### config.mk
export PLATFORM = sky130hd
export DESIGN_NAME = gf2_poly_divider_flat
export DESIGN_NICKNAME = d
export VERILOG_FILES = /design/src/rtl/gf2_poly_divider_if.sv /design/src/rtl/gf2_poly_divider.sv /design/src/flat_wrapper.sv
export SDC_FILE = /design/constraint.sdc
export NUM_CORES = 2
export LEC_CHECK = 0
export CORE_AREA = 2 2 748 750
export CTS_BUF_LIST = sky130_fd_sc_hd__clkbuf_16
export DETAILED_ROUTE_END_ITERATION = 12
export DIE_AREA = 0 0 750 752
export DONT_BUFFER_PORTS = 1
export MAX_ROUTING_LAYER = met4
export PLACE_DENSITY_LB_ADDON = 0.05
export SLEW_MARGIN = 10
export SYNTH_ARGS = -nofsm -noshare
export SYNTH_HDL_FRONTEND = slang
export SYNTH_SLANG_ARGS = --single-unit
export TNS_END_PERCENT = 10
### constraint.sdc
create_clock -name clk -period 3.46 [get_ports clk]
set_clock_uncertainty 0.1 [all_clocks]
set_input_delay 0.519 -clock clk [delete_from_list [all_inputs] [get_ports clk]]
set_output_delay 0.519 -clock clk [all_outputs]
set_load 0.01 [all_outputs]
### src/rtl/gf2_poly_divider_if.sv
// Handshake and operand/result bundle for gf2_poly_divider.
// master drives the request side; slave is the divider.
interface gf2_poly_divider_if #(
   parameter int N = 768,
   parameter int M = 384
);
   logic             start;
   logic [N-1:0]     dividend;
   logic [M:0]       divisor;
   logic             busy;
   logic             done;
   logic             err;
   logic [N-M-1:0]   quotient;
   logic [M-1:0]     remainder;

   modport master (
      output start, dividend, divisor,
      input  busy, done, err, quotient, remainder
   );

   modport slave (
      input  start, dividend, divisor,
      output busy, done, err, quotient, remainder
   );
endinterface

### src/rtl/gf2_poly_divider.sv
// Bit-serial GF(2) long divider: N-bit dividend by monic degree-M divisor.
// Define GF2_DIV_RADIX4_EN to retire two quotient bits per cycle.
module gf2_poly_divider #(
   parameter int N = 768,
   parameter int M = 384
) (
   input  logic               clk,
   input  logic               rst,
   gf2_poly_divider_if.slave  bus
);
   localparam int QW = N - M;
   localparam int CW = $clog2(N - M + 1);
`ifdef GF2_DIV_RADIX4_EN
   localparam int STEP = 2;
   generate
      if ((QW % 2) != 0) begin : g_odd_qw
         $error("gf2_poly_divider: N-M must be even when GF2_DIV_RADIX4_EN is defined");
      end
   endgenerate
`else
   localparam int STEP = 1;
`endif
   localparam logic [CW-1:0] LAST_CNT = CW'(QW - STEP);
   localparam logic [CW-1:0] CNT_INC  = CW'(STEP);

   typedef enum logic [1:0] {
      IDLE = 2'd0,
      RUN  = 2'd1,
      DONE = 2'd2
   } state_t;

   state_t          state_r;
   logic [M-1:0]    dvs_r;
   logic [M-1:0]    rem_work_r;
   logic [QW-1:0]   sr_r;
   logic [QW-1:0]   q_work_r;
   logic [CW-1:0]   cnt_r;
   logic            busy_r;
   logic            done_r;
   logic            err_r;
   logic [QW-1:0]   quot_r;
   logic [M-1:0]    rem_r;

   logic [M-1:0]    rem_nxt_s;
   logic [QW-1:0]   sr_nxt_s;
   logic [QW-1:0]   q_nxt_s;
   logic [M:0]      step1_s;
`ifdef GF2_DIV_RADIX4_EN
   logic [M:0]      step2_s;
`endif

   // One long-division step: bring down bit b, subtract (XOR) the divisor if the
   // leading term is set. Returns {quotient bit, new partial remainder}.
   function automatic logic [M:0] div_step(
      input logic [M-1:0] r,
      input logic         b,
      input logic [M-1:0] d
   );
      logic [M:0] t;
      t = {r, b};
      if (t[M]) begin
         return {1'b1, t[M-1:0] ^ d};
      end else begin
         return {1'b0, t[M-1:0]};
      end
   endfunction

   // Next partial remainder, shift register and quotient for the current RUN cycle
   always_comb begin
      step1_s = div_step(rem_work_r, sr_r[QW-1], dvs_r);
`ifdef GF2_DIV_RADIX4_EN
      step2_s   = div_step(step1_s[M-1:0], sr_r[QW-2], dvs_r);
      rem_nxt_s = step2_s[M-1:0];
      sr_nxt_s  = {sr_r[QW-3:0], 2'b00};
      q_nxt_s   = {q_work_r[QW-3:0], step1_s[M], step2_s[M]};
`else
      rem_nxt_s = step1_s[M-1:0];
      sr_nxt_s  = {sr_r[QW-2:0], 1'b0};
      q_nxt_s   = {q_work_r[QW-2:0], step1_s[M]};
`endif
   end

   // Control FSM with working state and registered result outputs
   always_ff @(posedge clk or negedge rst) begin
      if (!rst) begin
         state_r    <= IDLE;
         dvs_r      <= {M{1'b0}};
         rem_work_r <= {M{1'b0}};
         sr_r       <= {QW{1'b0}};
         q_work_r   <= {QW{1'b0}};
         cnt_r      <= {CW{1'b0}};
         busy_r     <= 1'b0;
         done_r     <= 1'b0;
         err_r      <= 1'b0;
         quot_r     <= {QW{1'b0}};
         rem_r      <= {M{1'b0}};
      end else begin
         case (state_r)
            IDLE: begin
               if (bus.start) begin
                  busy_r <= 1'b1;
                  quot_r <= {QW{1'b0}};
                  rem_r  <= {M{1'b0}};
                  if (bus.divisor[M]) begin
                     state_r    <= RUN;
                     dvs_r      <= bus.divisor[M-1:0];
                     rem_work_r <= bus.dividend[N-1:QW];
                     sr_r       <= bus.dividend[QW-1:0];
                     q_work_r   <= {QW{1'b0}};
                     cnt_r      <= {CW{1'b0}};
                     err_r      <= 1'b0;
                  end else begin
                     state_r <= DONE;
                     done_r  <= 1'b1;
                     err_r   <= 1'b1;
                  end
               end else begin
                  state_r <= IDLE;
               end
            end
            RUN: begin
               rem_work_r <= rem_nxt_s;
               sr_r       <= sr_nxt_s;
               q_work_r   <= q_nxt_s;
               cnt_r      <= cnt_r + CNT_INC;
               if (cnt_r == LAST_CNT) begin
                  state_r <= DONE;
                  done_r  <= 1'b1;
                  quot_r  <= q_nxt_s;
                  rem_r   <= rem_nxt_s;
               end else begin
                  state_r <= RUN;
               end
            end
            DONE: begin
               state_r <= IDLE;
               busy_r  <= 1'b0;
               done_r  <= 1'b0;
            end
            default: begin
               state_r <= IDLE;
               busy_r  <= 1'b0;
               done_r  <= 1'b0;
            end
         endcase
      end
   end

   assign bus.busy      = busy_r;
   assign bus.done      = done_r;
   assign bus.err       = err_r;
   assign bus.quotient  = quot_r;
   assign bus.remainder = rem_r;
endmodule
### src/flat_wrapper.sv
// flat-port wrapper written by rule: the top's interface ports become plain ports
module gf2_poly_divider_flat 
#(
   parameter int N = 768,
   parameter int M = 384
)
  (clk, rst, bus_start, bus_dividend, bus_divisor, bus_busy, bus_done, bus_err, bus_quotient, bus_remainder);
  gf2_poly_divider_if #(.N(N), .M(M)) bus_i ();
  input  logic clk;
  input  logic rst;
  input wire logic [$bits(bus_i.start)-1:0] bus_start;
  input wire logic [$bits(bus_i.dividend)-1:0] bus_dividend;
  input wire logic [$bits(bus_i.divisor)-1:0] bus_divisor;
  output wire logic [$bits(bus_i.busy)-1:0] bus_busy;
  output wire logic [$bits(bus_i.done)-1:0] bus_done;
  output wire logic [$bits(bus_i.err)-1:0] bus_err;
  output wire logic [$bits(bus_i.quotient)-1:0] bus_quotient;
  output wire logic [$bits(bus_i.remainder)-1:0] bus_remainder;
  assign bus_i.start = bus_start;
  assign bus_i.dividend = bus_dividend;
  assign bus_i.divisor = bus_divisor;
  assign bus_busy = bus_i.busy;
  assign bus_done = bus_i.done;
  assign bus_err = bus_i.err;
  assign bus_quotient = bus_i.quotient;
  assign bus_remainder = bus_i.remainder;
  gf2_poly_divider #(.N(N), .M(M)) u_core (.clk(clk), .rst(rst), .bus(bus_i));
endmodule
==> impl_metrics.xml <==
<?xml version="1.0" encoding="UTF-8"?>
<metrics>
  <group name="timing">
    <metric name="finalHoldViolCount" unit="">0</metric>
    <metric name="time_the_final_worst_path_needs_with_i_o_delays_and_setup" unit="ns">2.96</metric>
    <metric name="unrepaired_setup_endpoints_after_global_routing" unit="">false</metric>
    <metric name="actual_slew_at_the_worst_max_slew_pin" unit="ns">1.25</metric>
    <metric name="final_hold_slack" unit="ns">0.0501</metric>
    <metric name="timing.final.crit_share" unit="%">85.6</metric>
    <metric name="timing.max_slew.rel_slack" unit="%">15.5</metric>
    <metric name="post-route-worst-setup-slack" unit="ns">0.499</metric>
    <metric name="finalSetupViolCount" unit="">0</metric>
    <metric name="total_count_of_max_transition_violations_in_the_final_report" unit="">0</metric>
    <metric name="max_freq" unit="MHz">338</metric>
  </group>
  <group name="critical_path">
    <metric name="start_kind" unit="">flop</metric>
    <metric name="crit_path_top_delay_cell" unit="">dlygate4sd3_1</metric>
    <metric name="crit_chain" unit="">buf_12, or2_4, buf_12, buf_4, buf_4, o21ai_0, dlygate4sd3_1</metric>
    <metric name="worst_ep_required" unit="ns">4.17</metric>
    <metric name="critical_path_class" unit="">flop to flop</metric>
    <metric name="critPathMaxFanout" unit="">45</metric>
    <metric name="critPathCaptureType" unit="">flop</metric>
    <metric name="critPathArrivalTime" unit="ns">3.67</metric>
    <metric name="critical_path.max_stage_delay" unit="ns">0.58</metric>
  </group>
  <group name="routing">
    <metric name="route.vias.total" unit="">81900</metric>
    <metric name="viasPerCell" unit="">4.31</metric>
    <metric name="drc" unit="">0</metric>
    <metric name="route.detailed.wl_per_inst" unit="um">27.6</metric>
    <metric name="postRouteAntennaNets" unit="">0</metric>
    <metric name="totalWireLength" unit="mm">524</metric>
    <metric name="number_of_iterations_in_the_first_detailed_routing_pass" unit="">6</metric>
    <metric name="dr.first_iter.drc_count" unit="">4857</metric>
  </group>
  <group name="cells_and_area">
    <metric name="most_common_library_cell_in_the_layout_ignoring_fill_and_taps" unit="">dfrtp_1</metric>
    <metric name="finish.instance_area" unit="um2">135000</metric>
    <metric name="postLayoutCoreUtil" unit="%">24.2</metric>
    <metric name="area_overhead_of_the_layout_relative_to_synthesis" unit="%">31.0</metric>
    <metric name="post_route_cells_drive_above_1_share" unit="%">5.86</metric>
    <metric name="final_nets" unit="">12300</metric>
    <metric name="layout_common_cells" unit="">dfrtp_1 (2315), nand2_1 (2267), o21ai_0 (1486), dlygate4sd3_1 (1169), mux2i_1 (1155)</metric>
  </group>
  <group name="synth">
    <metric name="synth.yosys.seq_area_share" unit="%">56.5</metric>
    <metric name="synth_top_cells_by_area" unit="">dfrtp_1 (56%), mux2i_1 (11%), nand2_1 (8.3%)</metric>
    <metric name="syn-cell-area" unit="um2">103000</metric>
    <metric name="synth_area_leader_cell" unit="">dfrtp_1</metric>
    <metric name="synthCells" unit="">10100</metric>
    <metric name="synth_enable_flop_cells" unit="">0</metric>
    <metric name="postSynth.asyncResetShare" unit="%">100</metric>
    <metric name="postSynthRegisterBits" unit="">2317</metric>
    <metric name="synth_cell_types" unit="">40</metric>
    <metric name="yosys_warnings" unit="">0</metric>
    <metric name="ys_dominant_reg_cell" unit="">dfrtp_1</metric>
    <metric name="synth.top_cell.area_share" unit="%">56.5</metric>
    <metric name="synth_area_per_cell" unit="um2">10.2</metric>
    <metric name="syn_nets" unit="">11300</metric>
  </group>
  <group name="clock_network">
    <metric name="cts-htree-levels" unit="">5</metric>
    <metric name="clkTransAtPathRegs" unit="ns">0.06</metric>
    <metric name="cts_tree" unit="">built</metric>
    <metric name="clkSinkCount" unit="">2317</metric>
    <metric name="worstSkewPairLatency" unit="ns">0.94</metric>
    <metric name="cts_post_setup_buffers_inserted" unit="">0</metric>
    <metric name="root_buffer" unit="">clkbuf_16</metric>
    <metric name="number_of_cts_inserted_buffers" unit="">319</metric>
    <metric name="ctsLongestPathBuffers" unit="">4</metric>
  </group>
  <group name="power_and_ir_drop">
    <metric name="finalPower" unit="W">0.101</metric>
    <metric name="worst_case_vdd_ir_drop" unit="V">0.000491</metric>
    <metric name="p_leak" unit="nW">64.3</metric>
    <metric name="cellPowerDensity" unit="nW/um2">753</metric>
  </group>
  <group name="placed_design">
    <metric name="post_dp_cell_area" unit="um2">112000</metric>
    <metric name="last_weighted_congestion_value_of_the_routability_driven_placer" unit="">0.830</metric>
    <metric name="placement.setup.worst_slack" unit="ns">-2.58</metric>
    <metric name="io_buffers" unit="">0</metric>
    <metric name="place_hpwl" unit="mm">374</metric>
  </group>
  <group name="grt">
    <metric name="track_usage" unit="%">18.4</metric>
    <metric name="grt.overflow.total" unit="">0</metric>
    <metric name="grt_pass1_vias" unit="">84300</metric>
    <metric name="maximum_number_of_pins_on_one_net_before_global_route_repair" unit="">211</metric>
    <metric name="grt_antenna_before_repair" unit="">317</metric>
    <metric name="grt_pass1_wl" unit="mm">722</metric>
  </group>
  <group name="floorplanning">
    <metric name="start_util" unit="%">18.5</metric>
    <metric name="design.die.area" unit="um2">564000</metric>
    <metric name="num_rows" unit="">274</metric>
    <metric name="design.core.area" unit="um2">556000</metric>
    <metric name="die_y" unit="um">752</metric>
    <metric name="fp.dieW" unit="um">750</metric>
    <metric name="top_level_ports" unit="">1927</metric>
  </group>
  <group name="outcome">
    <metric name="status" unit="">completed</metric>
  </group>
  <group name="run">
    <metric name="drv.max_cap_violation_count" unit="">0</metric>
  </group>
  <group name="hold_path">
    <metric name="holdCritPathClass" unit="">primary input to asynchronous set/reset pin</metric>
  </group>
</metrics>
## layer usage
metal,global-route usage [%],share of wire [%],up-vias
met1,22.4,42,41900
li1,-,-,36900
met3,5.90,8.2,718
met2,29.4,47,2464
met4,4.73,3.1,0
met5,-,0,-
## state kept, by name, summed over array words and instances, names as in the netlist
signal                cells
u_core.bus.err            1
u_core.bus.remainder    384
u_core.q_work_r         383
u_core.bus.done           1
u_core.sr_r             384
u_core.bus.busy           1
u_core.bus.quotient     384
u_core.state_r            2
u_core.rem_work_r       384
u_core.cnt_r              9
u_core.dvs_r            384
## report_power, final
group	switching, W	internal, W
clock network	0.0139	0.0172
logic	0.0209	0.0110
registers	0.00446	0.0339
## worst max-delay path, delay by kind of cell (launching register included)
kind | cells | cell delay [ns]
buffers and inverters | 5 | 1.69
flip-flops | 1 | 0.54
AND/OR/NAND/NOR | 1 | 0.23
AO/OA/AOI/OAI | 1 | 0.17
## cells in the mapped netlist, types with 3 or more instances
master / number
a21boi_0: 383
a21oi_1: 4
a22o_1: 385
and3_1: 3
and3b_1: 383
buf_1: 41
buf_2: 202
buf_4: 13
clkbuf_1: 521
dfrtp_1: 2317
inv_1: 389
mux2i_1: 1155
nand2_1: 2267
nand2b_1: 5
nand3_1: 343
nand4_1: 3
nor2_1: 86
nor3_1: 43
o21ai_0: 1493
o31ai_1: 45
## cells by family (layout without fill, tap and decap cells)
group                      count (synthesis)  in the layout  share of synthesized area (%)
and+or+nand+nor                         3146           3146                           13.9
AOI/OAI and AO/OA                       2319           2319                           13.8
DFF                                     2317           2317                           56.5
buffers and inverters                   1167           2390                           4.57
muxes                                   1155           1155                           11.3
adders and majority gates                  1              1                         0.0122
xor gates and xnor gates                   1              1                        0.00853
other                                      0            218                              0
## cell type report
| type | instances | area [um2] |
|---|---|---|
| Inverter | 389 | 1460 |
| Clock buffer | 321 | 8030 |
| Clock inverter | 234 | 1420 |
| Sequential cell | 2317 | 58000 |
| Timing Repair Buffer | 1446 | 15700 |
| Multi-Input combinational cell | 6622 | 40100 |
| Tap cell | 7452 | 9320 |
| Antenna cell | 218 | 546 |
| Fill cell | 59700 | 421000 |
## path summary, 6_finish.rpt
check / start / endpoint / slack (ns) / cells past startpoint
worst min register to register: u_core.dvs_r[158] / u_core.dvs_r[158] / 0.38 / 2
worst min-delay path: rst / u_core.q_work_r[294] / 0.05 / 7
max in group asynchronous: rst / u_core.bus.remainder[310] / 0.86 / 10
min in group clk: bus_divisor[144] / u_core.dvs_r[144] / 0.13 / 3
worst max register to register: u_core.state_r[1] / u_core.sr_r[348] / 0.50 / 7
worst max-delay path: u_core.state_r[1] / u_core.sr_r[348] / 0.50 / 7
## metrics by stage
step | setup TNS [ns] | std cells
CTS | 0 | 18800
detailed placement | -1956.01 | 17000
global route | 0 | 19000
finish | 0 | 19000
global placement | -1500.86 | 17000
floorplan | 0 | 10100
## what timing repair did
action,CTS,global route
gates resized for setup,1,1
pin swaps,0,0
hold buffers,1165,13
hold endpoints to repair,1320,163
gates cloned,8,1
setup endpoints to repair,779,387
(Power assumes the default switching activity.)
